File: src/rtl/vram_arb_pkg.sv
// Shared definitions for the VRAM slot arbiter: write size codes and grant-id helpers.
package vram_arb_pkg;

    localparam int unsigned SIZE_W = 2;

    localparam logic [SIZE_W-1:0] MEM_WIDTH_8  = 2'd0;
    localparam logic [SIZE_W-1:0] MEM_WIDTH_16 = 2'd1;
    localparam logic [SIZE_W-1:0] MEM_WIDTH_32 = 2'd2;

    // The display engine is reported as the index one past the last client.
    function automatic int unsigned display_grant_id(input int unsigned num_clients);
        return num_clients;
    endfunction

endpackage

File: src/rtl/vram_arb_pick.sv
// Combinational client picker: starved pending clients win over plain pending ones,
// lowest index first within each class.
module vram_arb_pick
    import vram_arb_pkg::*;
#(
    parameter int unsigned NUM_CLIENTS = 4,
    localparam int unsigned ID_W = $clog2(NUM_CLIENTS + 1)
) (
    input  logic [NUM_CLIENTS-1:0] pending,
    input  logic [NUM_CLIENTS-1:0] starved,
    output logic [NUM_CLIENTS-1:0] grant_oh,
    output logic [ID_W-1:0]        grant_idx
);

    logic [NUM_CLIENTS-1:0] promoted;
    logic [NUM_CLIENTS-1:0] cand;

    always_comb begin
        promoted  = pending & starved;
        cand      = (|promoted) ? promoted : pending;
        grant_oh  = '0;
        grant_idx = '0;
        // Scan high to low so the lowest set candidate is the one that remains.
        for (int i = int'(NUM_CLIENTS) - 1; i >= 0; i--) begin
            if (cand[i]) begin
                grant_oh    = '0;
                grant_oh[i] = 1'b1;
                grant_idx   = ID_W'(i);
            end
        end
    end

endmodule

File: src/rtl/vram_slot_arbiter.sv
// VRAM slot arbiter: on each slot strobe grants the memory port to the display engine
// or one toggle-handshake client, with starvation promotion and a registered memory bus.
module vram_slot_arbiter
    import vram_arb_pkg::*;
#(
    parameter int unsigned NUM_CLIENTS  = 4,
    parameter int unsigned ADDR_WIDTH   = 19,
    parameter int unsigned DATA_WIDTH   = 32,
    parameter int unsigned STARVE_LIMIT = 8,
    localparam int unsigned ID_W = $clog2(NUM_CLIENTS + 1)
) (
    input  logic                            CLK21M,
    input  logic                            RESET,
    input  logic                            slot_strobe,
    input  logic                            display_claim,
    input  logic [ADDR_WIDTH-1:0]           display_addr,
    input  logic [NUM_CLIENTS-1:0]          req_toggle,
    input  logic [NUM_CLIENTS-1:0]          client_we,
    input  logic [NUM_CLIENTS*ADDR_WIDTH-1:0] client_addr,
    input  logic [NUM_CLIENTS*DATA_WIDTH-1:0] client_wdata,
    input  logic [NUM_CLIENTS*SIZE_W-1:0]   client_size,
    output logic [NUM_CLIENTS-1:0]          ack_toggle,
    output logic [ADDR_WIDTH-1:0]           mem_addr,
    output logic [DATA_WIDTH-1:0]           mem_wdata,
    output logic                            mem_we_n,
    output logic [SIZE_W-1:0]               mem_size,
    output logic                            grant_valid,
    output logic [ID_W-1:0]                 grant_id,
    output logic [NUM_CLIENTS-1:0]          starved
);

    localparam int unsigned CNT_W = $clog2(STARVE_LIMIT + 1);
    localparam logic [CNT_W-1:0] LIMIT_C = CNT_W'(STARVE_LIMIT);

    logic [NUM_CLIENTS-1:0] ack_q, ack_d;
    logic [ADDR_WIDTH-1:0]  addr_q, addr_d;
    logic [DATA_WIDTH-1:0]  wdata_q, wdata_d;
    logic                   we_n_q, we_n_d;
    logic [SIZE_W-1:0]      size_q, size_d;
    logic                   gv_q, gv_d;
    logic [ID_W-1:0]        gid_q, gid_d;
    logic [NUM_CLIENTS-1:0] starved_q, starved_d;
    logic [CNT_W-1:0]       cnt_q [NUM_CLIENTS];
    logic [CNT_W-1:0]       cnt_d [NUM_CLIENTS];

    logic [NUM_CLIENTS-1:0] pending;
    logic [NUM_CLIENTS-1:0] grant_oh;
    logic [ID_W-1:0]        pick_idx;

    assign pending = req_toggle ^ ack_q;

    vram_arb_pick #(
        .NUM_CLIENTS(NUM_CLIENTS)
    ) u_pick (
        .pending  (pending),
        .starved  (starved_q),
        .grant_oh (grant_oh),
        .grant_idx(pick_idx)
    );

    // Slot decision; everything except grant_valid holds outside strobe cycles.
    always_comb begin
        ack_d     = ack_q;
        addr_d    = addr_q;
        wdata_d   = wdata_q;
        we_n_d    = we_n_q;
        size_d    = size_q;
        gv_d      = 1'b0;
        gid_d     = gid_q;
        starved_d = starved_q;
        cnt_d     = cnt_q;
        if (slot_strobe) begin
            we_n_d = 1'b1;
            for (int i = 0; i < int'(NUM_CLIENTS); i++) begin
                if (!pending[i]) begin
                    cnt_d[i] = '0;
                end else if (cnt_q[i] != LIMIT_C) begin
                    cnt_d[i] = cnt_q[i] + CNT_W'(1);
                end
            end
            if (display_claim) begin
                addr_d = display_addr;
                gv_d   = 1'b1;
                gid_d  = ID_W'(display_grant_id(NUM_CLIENTS));
            end else if (|pending) begin
                gv_d  = 1'b1;
                gid_d = pick_idx;
                for (int i = 0; i < int'(NUM_CLIENTS); i++) begin
                    if (grant_oh[i]) begin
                        addr_d = client_addr[i*ADDR_WIDTH +: ADDR_WIDTH];
                        we_n_d = ~client_we[i];
                        if (client_we[i]) begin
                            wdata_d = client_wdata[i*DATA_WIDTH +: DATA_WIDTH];
                            size_d  = client_size[i*SIZE_W +: SIZE_W];
                        end
                        ack_d[i] = ~ack_q[i];
                        cnt_d[i] = '0;
                    end
                end
            end
            for (int i = 0; i < int'(NUM_CLIENTS); i++) begin
                starved_d[i] = (cnt_d[i] == LIMIT_C);
            end
        end
    end

    always_ff @(posedge CLK21M or posedge RESET) begin
        if (RESET) begin
            ack_q     <= '0;
            addr_q    <= '1;
            wdata_q   <= '0;
            we_n_q    <= 1'b1;
            size_q    <= MEM_WIDTH_8;
            gv_q      <= 1'b0;
            gid_q     <= '0;
            starved_q <= '0;
            for (int i = 0; i < int'(NUM_CLIENTS); i++) begin
                cnt_q[i] <= '0;
            end
        end else begin
            ack_q     <= ack_d;
            addr_q    <= addr_d;
            wdata_q   <= wdata_d;
            we_n_q    <= we_n_d;
            size_q    <= size_d;
            gv_q      <= gv_d;
            gid_q     <= gid_d;
            starved_q <= starved_d;
            cnt_q     <= cnt_d;
        end
    end

    assign ack_toggle  = ack_q;
    assign mem_addr    = addr_q;
    assign mem_wdata   = wdata_q;
    assign mem_we_n    = we_n_q;
    assign mem_size    = size_q;
    assign grant_valid = gv_q;
    assign grant_id    = gid_q;
    assign starved     = starved_q;

endmodule
File: config.mk
export PLATFORM = sky130hd
export DESIGN_NAME = vram_slot_arbiter
export DESIGN_NICKNAME = d
export VERILOG_FILES = /design/src/rtl/vram_arb_pkg.sv /design/src/rtl/vram_arb_pick.sv /design/src/rtl/vram_slot_arbiter.sv
export SDC_FILE = /design/constraint.sdc
export NUM_CORES = 1
export LEC_CHECK = 0
export CELL_PAD_IN_SITES_DETAIL_PLACEMENT = 1
export CELL_PAD_IN_SITES_GLOBAL_PLACEMENT = 2
export CORE_ASPECT_RATIO = 0.5
export CORE_UTILIZATION = 25
export DETAILED_ROUTE_END_ITERATION = 10
export PLACE_DENSITY_LB_ADDON = 0.1
export SLEW_MARGIN = 30
export SYNTH_ARGS = -nofsm -noshare
export SYNTH_HDL_FRONTEND = slang
export SYNTH_SLANG_ARGS = --single-unit
File: constraint.sdc
create_clock -name CLK21M -period 8.4 [get_ports CLK21M]
set_input_delay 2.1 -clock CLK21M [delete_from_list [all_inputs] [get_ports CLK21M]]
set_output_delay 2.1 -clock CLK21M [all_outputs]
set_load 0.01 [all_outputs]
==> results of run 1 <==
==> sequential cells by signal, indices dropped and copies added (netlist names) <==
signal       flops
mem_wdata       32
mem_addr        19
cnt_q           16
ack_toggle       4
starved          4
grant_id         3
mem_size         2
grant_valid      1
mem_we_n         1
==> metal layers <==
layer | vias up | wire, um | share of wire, %
li1 | 3340 | - | -
met1 | 3570 | 14200 | 46
met2 | 212 | 14700 | 47
met3 | 23 | 1870 | 6.0
met4 | 0 | 441 | 1.4
met5 | - | 0 | 0
==> cell usage in the layout (no fill, tap or decap), types with 3 or more instances in the layout <==
| cell type | instances |
|---|---|
| a211oi_1 | 34 |
| a21o_1 | 36 |
| a21oi_1 | 11 |
| a221oi_1 | 19 |
| a222oi_1 | 4 |
| a22oi_1 | 19 |
| buf_4 | 14 |
| buf_8 | 3 |
| clkbuf_16 | 9 |
| clkdlybuf4s50_1 | 308 |
| dfrtp_1 | 60 |
| dfstp_2 | 20 |
| ha_1 | 8 |
| inv_1 | 25 |
| mux2_1 | 5 |
| mux2_2 | 14 |
| mux2i_1 | 5 |
| nand2_1 | 13 |
| nand3_1 | 10 |
| nand4_1 | 3 |
| nor2_1 | 28 |
| nor3_1 | 4 |
| o211a_1 | 35 |
| o211ai_1 | 70 |
| o21a_1 | 8 |
| o21ai_0 | 21 |
| o21ai_1 | 3 |
| o21bai_1 | 16 |
| o221a_1 | 30 |
| o221a_2 | 3 |
| o22ai_1 | 56 |
| o31ai_1 | 4 |
| xnor2_1 | 9 |
| xor2_1 | 5 |
| xor2_2 | 3 |
==> critical path: stages <==
cell and delay [ns]:
clkdlybuf4s50_1 0.55, xor2_2 0.51, a222oi_1 0.22, buf_4 0.34
o21ai_4 0.61, buf_8 0.25, mux2_2 0.34, mux2i_1 0.13
o21ai_0 0.10
==> power by group <==
part / leakage [nW] / switching (mW) / internal [mW]
Clock: 0.137 / 0.185 / 0.209
Sequential: 0.949 / 0.154 / 0.569
Combinational: 2.73 / 0.792 / 0.769
Total: 3.81 / 1.13 / 1.55
==> stage by stage <==
step	utilization, %	cell area, um2
after floorplan	-	6540
after global placement	38.5	9790
after detailed placement	38.9	9890
after CTS	39.9	10200
after global routing	40.0	10200
final	40.0	10200
==> final cells by class <==
cell class / count / area [um2]
antenna: 2 / 5.00
clock buffer: 12 / 246
clock inverter: 4 / 27.5
fill: 2908 / 15300
inverter: 26 / 100
multi-input combinational: 512 / 4000
sequential: 82 / 2080
tap: 344 / 430
timing repair buffer: 327 / 3290
==> kinds of logic after synthesis <==
kind of cell / share of synthesized area (%)
AOI/OAI and AO/OA: 46.9
xor gates and xnor gates: 2.39
adders and majority gates: 1.53
buffers and inverters: 7.86
DFF: 31.8
muxes: 4.04
and+or+nand+nor: 5.55
==> path summary, 6_finish.rpt <==
path	from	end
max	req_toggle[1]	mem_size[0]$_DFFE_PP0P_
min	grant_id[2]$_DFFE_PP0P_	grant_id[2]$_DFFE_PP0P_
max reg2reg	starved[2]$_DFFE_PP0P_	mem_addr[6]$_DFFE_PP1P_
min reg2reg	grant_id[2]$_DFFE_PP0P_	grant_id[2]$_DFFE_PP0P_
max in group asynchronous	RESET	starved[0]$_DFFE_PP0P_
min in group asynchronous	RESET	mem_wdata[4]$_DFFE_PP0P_
==> results.sh, run 1 <==
export IMPL_synth_area_leaders="dfrtp_1 24%, dfstp_2 8.0%, o211ai_1 8.0%"
export IMPL_maxCapViolCount=0
export IMPL_instances_no_fill=1309
export IMPL_h_tree_depth=3
export IMPL_synth_cell_type_count=61
export IMPL_crit_type="input port to register"
export IMPL_grt_start_max_net_pins=73
export IMPL_worstMarginPinSlew_ns=0.965
export IMPL_skew_ns=0.00753
export IMPL_overflow=0
export IMPL_setup_slack_ns=3.46
export IMPL_drt_wirelength_per_cell_um=23.9
export IMPL_vias=7145
export IMPL_use_met3_pct=5.52
export IMPL_cts_num_sinks=82
export IMPL_dieWidth_um=231
export IMPL_crit_arrival_ns=5.18
export IMPL_synth_top_area_share_pct=23.7
export IMPL_avgSynthCellArea_um2=9.29
export IMPL_status="finished clean"
export IMPL_drc=0
export IMPL_cp_max_fo=35
export IMPL_timing_fmax_ghz=0.202
export IMPL_finalSetupTns_ns=0
export IMPL_synth_edf_count=0
export IMPL_rsz0062_at_grt="false"
export IMPL_cts_resized=0
export IMPL_use_met1_pct=30.3
export IMPL_r2r_cells=7
export IMPL_cts_made_buffers=9
export IMPL_setup_viol=0
export IMPL_leakage_nw=3.81
export IMPL_pre_cts_slack_ns=2.80
export IMPL_ios=309
export IMPL_p_total_mw=2.68
export IMPL_wl_um=31300
export IMPL_drv_slew=0
export IMPL_dr_pass1_iters=5
export IMPL_slew_headroom_pct=35.7
export IMPL_synth_nets=955
export IMPL_num_rows=41
export IMPL_cts_buffer_depth=2
export IMPL_synth_main_ff_cell="dfrtp_1"
export IMPL_crit_path_end_kind="register"
export IMPL_rrSetupSlack_ns=4.92
export IMPL_synth_area_um2=6540
export IMPL_grt_pass1_vias=7247
export IMPL_cts_tree="done"
export IMPL_core_um2=25400
export IMPL_synth_seq_area_share_pct=31.8
export IMPL_synth_common_cells="70 x o211ai_1, 62 x dfrtp_1, 56 x o22ai_1"
export IMPL_initial_core_util_pct=25.7
export IMPL_dp_hpwl_um=21900
export IMPL_synth_top_area_cell="dfrtp_1"
export IMPL_root_buffer="clkbuf_16"
export IMPL_synth_seq_cells=82
export IMPL_whs_ns=0.487
export IMPL_post_route_period_util_pct=58.9
export IMPL_drt_iter0_drc=540
export IMPL_hold_buffers=0
export IMPL_clk_latency_ns=0.36
export IMPL_die_area_um2=26800
export IMPL_nets=1209
export IMPL_hold_viol=0
export IMPL_ir_drop_v=0.000149
export IMPL_final_antenna_net_count=0
export IMPL_grt_pass1_wl_um=46000
export IMPL_grtUsageTotal_pct=22.7
export IMPL_yosysMostFrequentCell="o211ai_1"
export IMPL_p_per_area_nw_per_um2=263
export IMPL_hold_class="register to register"
export IMPL_gp_congestion=0.797
export IMPL_portBuffers=308
export IMPL_min_period_ns=4.94
export IMPL_required_ns=8.64
export IMPL_cp_start_kind="input port"
export IMPL_min_path_cells=2
export IMPL_async_flop_share_pct=100
export IMPL_drive_above_1_share_pct=9.45
export IMPL_netlist_instances=704
export IMPL_post_cts_buffers=0
export IMPL_vias_per_cell=5.46
export IMPL_placed_cells=1291
export IMPL_antenna_found_initial=2
export IMPL_yosysWarnings=0
export IMPL_met2_usage_pct=37.3
export IMPL_busiest_layer="met2"
export IMPL_clk_pin_slew_worst_paths_ns=0.07
export IMPL_area_growth_pct=55.7
export IMPL_fp_dieH_um=116
No activity file was read; power rests on OpenSTA's default activity.
==> run 2, diff against run 1 <==
- CORE_UTILIZATION: 25 -> 21
- clock period: 8.4 -> 4.3 ns (I/O delays scaled with it)
==> run 2 against run 1 <==
  * Via count increased by 0.99%
  * Critical path depth grew 1
  * Non-clock buffer count rose by 15
  * Core utilization shrank 5.7 points
  * Largest power group unchanged
  * Cell area grew 2.7%
  * Final cell count rose by 7.3%
  * Highest routed layer unchanged
  * Clock power increased by 110%
==> results.sh, run 2 (same netlist as run 1, synthesis figures left out) <==
export IMPL_cts_tree="done"
export IMPL_whs_ns=0.491
export IMPL_area_growth_pct=59.9
export IMPL_min_path_cells=2
export IMPL_mostFrequentLayoutCell="clkdlybuf4s50_1"
export IMPL_core_um2=30500
export IMPL_skew_ns=0.00946
export IMPL_cts_resized=0
export IMPL_die_area_um2=31900
export IMPL_vias=7216
export IMPL_clk_pin_slew_worst_paths_ns=0.07
export IMPL_grt_pass1_wl_um=48200
export IMPL_ios=309
export IMPL_min_period_ns=3.40
export IMPL_num_rows=45
export IMPL_drc=0
export IMPL_wl_um=32000
export IMPL_overflow=0
export IMPL_p_total_mw=5.40
export IMPL_cp_cell_sequence="clkdlybuf4s50_1, xor2_1, buf_4, a222oi_1, buf_4, buf_4, nor2_1, o21a_1, o2111a_1, a21o_1"
export IMPL_portBuffers=308
export IMPL_register_area_um2=2080
export IMPL_final_cell_mix="307 x clkdlybuf4s50_1, 70 x o211ai_1, 60 x dfrtp_1"
export IMPL_final_antenna_net_count=0
export IMPL_cts_buffer_depth=2
export IMPL_design_area_um2=10500
export IMPL_cts_made_buffers=9
export IMPL_path_buf_inv=4
export IMPL_cp_max_fo=20
export IMPL_grt_pass1_vias=7597
export IMPL_ir_drop_v=0.000322
export IMPL_crit_path_end_kind="register"
export IMPL_setup_slack_ns=0.900
export IMPL_hold_buffers=0
export IMPL_crit_arrival_ns=3.66
export IMPL_post_route_period_util_pct=79.1
export IMPL_maxCapViolCount=0
export IMPL_place_area_um2=10200
export IMPL_p_per_area_nw_per_um2=517
export IMPL_vias_per_cell=5.14
export IMPL_timing_fmax_ghz=0.294
export IMPL_finalSetupTns_ns=0
export IMPL_grtUsageTotal_pct=19.9
export IMPL_cp_start_kind="input port"
export IMPL_hold_viol=0
export IMPL_multi_input_area_um2=3990
export IMPL_required_ns=4.56
export IMPL_cpPeakStageDelay_ns=0.46
export IMPL_leakage_nw=3.91
export IMPL_post_cts_buffers=0
export IMPL_critPathMostFrequentCell="buf_4"
export IMPL_slew_headroom_pct=41.9
export IMPL_dieWidth_um=252
export IMPL_pwr_share_comb_pct=58.8
export IMPL_swShare_pct=41.3
export IMPL_gp_congestion=0.783
export IMPL_dr_pass1_iters=5
export IMPL_largest_reg_flops=32
export IMPL_crit_family="buffers and inverters"
export IMPL_crit_type="input port to register"
export IMPL_worstReg2RegEnd="cnt_q[12]$_DFFE_PP0P_"
export IMPL_cp_slowest_cell="clkdlybuf4s50_1"
export IMPL_drv_slew=0
export IMPL_root_buffer="clkbuf_16"
export IMPL_nets=1224
export IMPL_worstMarginPinSlew_ns=0.871
export IMPL_hold_class="register to register"
export IMPL_initial_core_util_pct=21.5
export IMPL_timing_rr_start="ack_toggle[1]$_DFFE_PP0P_"
export IMPL_setup_viol=0
export IMPL_fillers=3494
export IMPL_hold_end="grant_id[2]$_DFFE_PP0P_"
export IMPL_dp_hpwl_um=22400
export IMPL_rsz0062_at_grt="false"
export IMPL_fp_dieH_um=127
export IMPL_cts_num_sinks=82
export IMPL_p_seq_share_pct=25.8
export IMPL_drt_wirelength_per_cell_um=22.8
export IMPL_r2r_cells=9
export IMPL_clock_power_share_pct=15.4
export IMPL_clk_latency_ns=0.37
export IMPL_h_tree_depth=3
export IMPL_drive_above_1_share_pct=10.5
export IMPL_rrSetupSlack_ns=1.62
export IMPL_power_internal_mw=3.17
export IMPL_p_sw_mw=2.23
export IMPL_antenna_found_initial=3
export IMPL_status="finished clean"
export IMPL_worstHoldStart="grant_id[2]$_DFFE_PP0P_"
export IMPL_pre_cts_slack_ns=0.524
export IMPL_grt_start_max_net_pins=73
export IMPL_drt_iter0_drc=396
-- run 2: worst max-delay path by stage --
stage	startpoint	to	slack, ns	depth (start not counted)
floorplan	RESET	ack_toggle[0]$_DFFE_PP0P_	1.15	1
global placement	req_toggle[1]	cnt_q[12]$_DFFE_PP0P_	0.50	10
detailed placement	req_toggle[3]	mem_wdata[0]$_DFFE_PP0P_	0.52	9
CTS	req_toggle[3]	mem_wdata[0]$_DFFE_PP0P_	0.92	9
global route	req_toggle[3]	mem_wdata[27]$_DFFE_PP0P_	0.74	9
finish	req_toggle[1]	cnt_q[12]$_DFFE_PP0P_	0.90	10
-- run 2: worst reg2reg max path: cells and delay by family, from the launching register on --
| family | cells | cell delay [ns] |
|---|---|---|
| buf+inv | 3 | 0.88 |
| xor+xnor | 1 | 0.18 |
| simple gates | 1 | 0.12 |
| compound gates | 4 | 0.95 |
| flops | 1 | 0.43 |
-- run 2: final cells by class --
type                            count  share of cell area, %
Tap cell                          423                   5.06
Timing Repair Buffer              342                   33.1
Multi-Input combinational cell    512                   38.1
Clock buffer                       13                   2.39
Antenna cell                        3                 0.0718
Sequential cell                    82                   19.9
Clock inverter                      3                  0.383
Inverter                           26                  0.981
-- run 2: routing by layer --
| layer | track usage, % | wire (um) | vias to the layer above |
|---|---|---|---|
| met1 | 25.4 | 14400 | 3649 |
| met3 | 3.88 | 1210 | 21 |
| li1 | - | - | 3375 |
| met2 | 34.6 | 16000 | 171 |
| met5 | 0 | 0 | - |
| met4 | 4.45 | 407 | 0 |
-- run 2: per-stage QoR --
| stage | util, % | cells |
|---|---|---|
| floorplan | - | 704 |
| global placement | 33.3 | 1385 |
| detailed placement | 33.3 | 1385 |
| CTS | 34.3 | 1401 |
| global route | 34.3 | 1404 |
| finish | 34.3 | 1404 |
-- run 2: power groups by stage --
stage               clock network (mW)  logic, mW  registers (mW)
floorplan                            0       1.66            1.46
global placement                     0       3.18            1.39
detailed placement                   0       3.20            1.41
CTS                              0.870       3.22            1.40
global route                     0.899       3.44            1.44
finish                           0.833       3.17            1.39
==> run 3, diff against run 2 <==
- CORE_UTILIZATION: 21 -> 24
- clock period: 4.3 -> 3.5 ns (I/O delays scaled with it)
==> run 3 against run 2 <==
  * Count of clock-buffer cells in the layout shrank 1
  * Combinational power is 24% higher
  * Clock power is 24% higher
  * Routed wire length is 0.91% higher
  * Highest routed layer is now met5
==> results.sh, run 3 (same netlist as run 1, synthesis figures left out) <==
export IMPL_status="finished clean"
export IMPL_maxCapViolCount=0
export IMPL_portBuffers=308
export IMPL_mostFrequentLayoutCell="clkdlybuf4s50_1"
export IMPL_cts_resized=0
export IMPL_pwr_share_comb_pct=58.8
export IMPL_swShare_pct=41.5
export IMPL_largest_reg_flops=32
export IMPL_post_cts_buffers=0
export IMPL_root_buffer="clkbuf_16"
export IMPL_vias=7353
export IMPL_vias_per_cell=5.49
export IMPL_final_antenna_net_count=0
export IMPL_instances_no_fill=1340
export IMPL_initial_core_util_pct=24.6
export IMPL_clk_latency_ns=0.37
export IMPL_fp_dieH_um=119
export IMPL_core_um2=26600
export IMPL_cts_made_buffers=9
export IMPL_clk_pin_slew_worst_paths_ns=0.07
export IMPL_cts_tree="done"
export IMPL_overflow=0
export IMPL_drive_above_1_share_pct=11.2
export IMPL_area_growth_pct=59.7
export IMPL_rsz0062_at_grt="false"
export IMPL_p_seq_share_pct=25.7
export IMPL_drc=0
export IMPL_finalSetupTns_ns=0
export IMPL_grt_pass1_wl_um=49400
export IMPL_min_period_ns=3.10
export IMPL_cts_buffer_depth=2
export IMPL_hold_viol=0
export IMPL_cp_max_fo=16
export IMPL_crit_path_end_kind="register"
export IMPL_hold_buffers=0
export IMPL_grt_start_max_net_pins=42
export IMPL_placed_cells=1321
export IMPL_ios=309
export IMPL_grtUsageTotal_pct=23.1
export IMPL_die_area_um2=27900
export IMPL_dp_hpwl_um=22900
export IMPL_p_per_area_nw_per_um2=640
export IMPL_wl_um=32300
export IMPL_num_rows=42
export IMPL_setup_viol=0
export IMPL_hold_class="register to register"
export IMPL_multi_input_area_um2=3990
export IMPL_drv_slew=0
export IMPL_crit_type="input port to register"
export IMPL_post_route_period_util_pct=88.6
export IMPL_dr_pass1_iters=6
export IMPL_nets=1231
export IMPL_timing_fmax_ghz=0.323
export IMPL_ir_drop_v=0.000267
export IMPL_skew_ns=0.00877
export IMPL_p_sw_mw=2.77
export IMPL_final_cell_mix="308 x clkdlybuf4s50_1, 70 x o211ai_1, 60 x dfrtp_1"
export IMPL_power_internal_mw=3.91
export IMPL_dieWidth_um=235
export IMPL_drt_iter0_drc=434
export IMPL_leakage_nw=3.95
export IMPL_register_area_um2=2080
export IMPL_cts_num_sinks=82
export IMPL_clock_power_share_pct=15.5
export IMPL_worstMarginPinSlew_ns=0.950
export IMPL_gp_congestion=0.777
export IMPL_crit_arrival_ns=3.38
export IMPL_cp_start_kind="input port"
export IMPL_drt_wirelength_per_cell_um=24.1
export IMPL_required_ns=3.78
export IMPL_grt_pass1_vias=7779
export IMPL_antenna_found_initial=4
export IMPL_slew_headroom_pct=36.5
export IMPL_fillers=2977
export IMPL_h_tree_depth=3
run 3: changes by cell type in the layout (fill, tap and decap cells not counted):
| cell | before | now |
|---|---|---|
| buf_12 | 10 | 11 |
| buf_2 | 1 | 0 |
| clkinvlp_4 | 0 | 1 |
| buf_4 | 24 | 30 |
| clkbuf_1 | 3 | 2 |
| clkdlybuf4s50_1 | 307 | 308 |
run 3: layout make-up:
type / instances / area share, %
sequential: 82 / 19.9
antenna: 3 / 0.0719
clock buffer: 12 / 2.36
clock inverter: 4 / 0.491
multi-input combinational: 512 / 38.2
tap: 352 / 4.22
inverter: 26 / 0.947
timing repair buffer: 349 / 33.8
run 3: power groups by stage:
stage	Clock (mW)	Combinational (mW)	Sequential, mW
6_report	1.03	3.93	1.72
5_1_grt	1.11	4.24	1.78
4_1_cts	1.08	3.97	1.72
3_5_place_dp	0	3.95	1.73
3_3_place_gp	0	3.90	1.71
2_1_floorplan	0	2.04	1.80
run 3: final timing paths:
| check | from | endpoint | slack (ns) | depth (start not counted) |
|---|---|---|---|---|
| worst max-delay path | req_toggle[3] | mem_addr[9]$_DFFE_PP1P_ | 0.40 | 8 |
| worst min-delay path | grant_id[1]$_DFFE_PP0P_ | grant_id[1]$_DFFE_PP0P_ | 0.48 | 1 |
| worst max register to register | ack_toggle[3]$_DFFE_PP0P_ | mem_addr[9]$_DFFE_PP1P_ | 0.89 | 7 |
| worst min register to register | grant_id[1]$_DFFE_PP0P_ | grant_id[1]$_DFFE_PP0P_ | 0.48 | 1 |
| max in group asynchronous | RESET | mem_wdata[6]$_DFFE_PP0P_ | 1.79 | 3 |
| min in group asynchronous | RESET | mem_wdata[4]$_DFFE_PP0P_ | 0.87 | 2 |
run 3: through the flow:
stage / cell area (um2) / power (mW) / setup slack [ns] / util, % / hold WS (ns)
6_report: 10400 / 6.68 / 0.400 / 39.3 / 0.478
5_1_grt: 10400 / 7.12 / 0.169 / 39.3 / 0.520
4_1_cts: 10400 / 6.76 / 0.401 / 39.2 / 0.481
3_5_place_dp: 10100 / 5.68 / 0.0316 / 38.1 / 0.465
3_3_place_gp: 10100 / 5.61 / 0.121 / 38.1 / 0.465
2_1_floorplan: 6540 / 3.83 / 0.550 / - / 0.511
run 3: layer usage:
layer	vias up	global-route usage, %	wire (um)
met5	-	0	13
met4	2	6.78	630
met3	37	5.09	1580
met2	210	37.0	15300
met1	3716	30.9	14800
li1	3388	-	-
run 3: critical path, stage by stage:
cell and delay (ns):
clkdlybuf4s50_1 0.45, xor2_1 0.16, buf_4 0.18, a222oi_1 0.41
o21ai_1 0.18, nor2_2 0.71, a22oi_1 0.21, o22ai_1 0.19
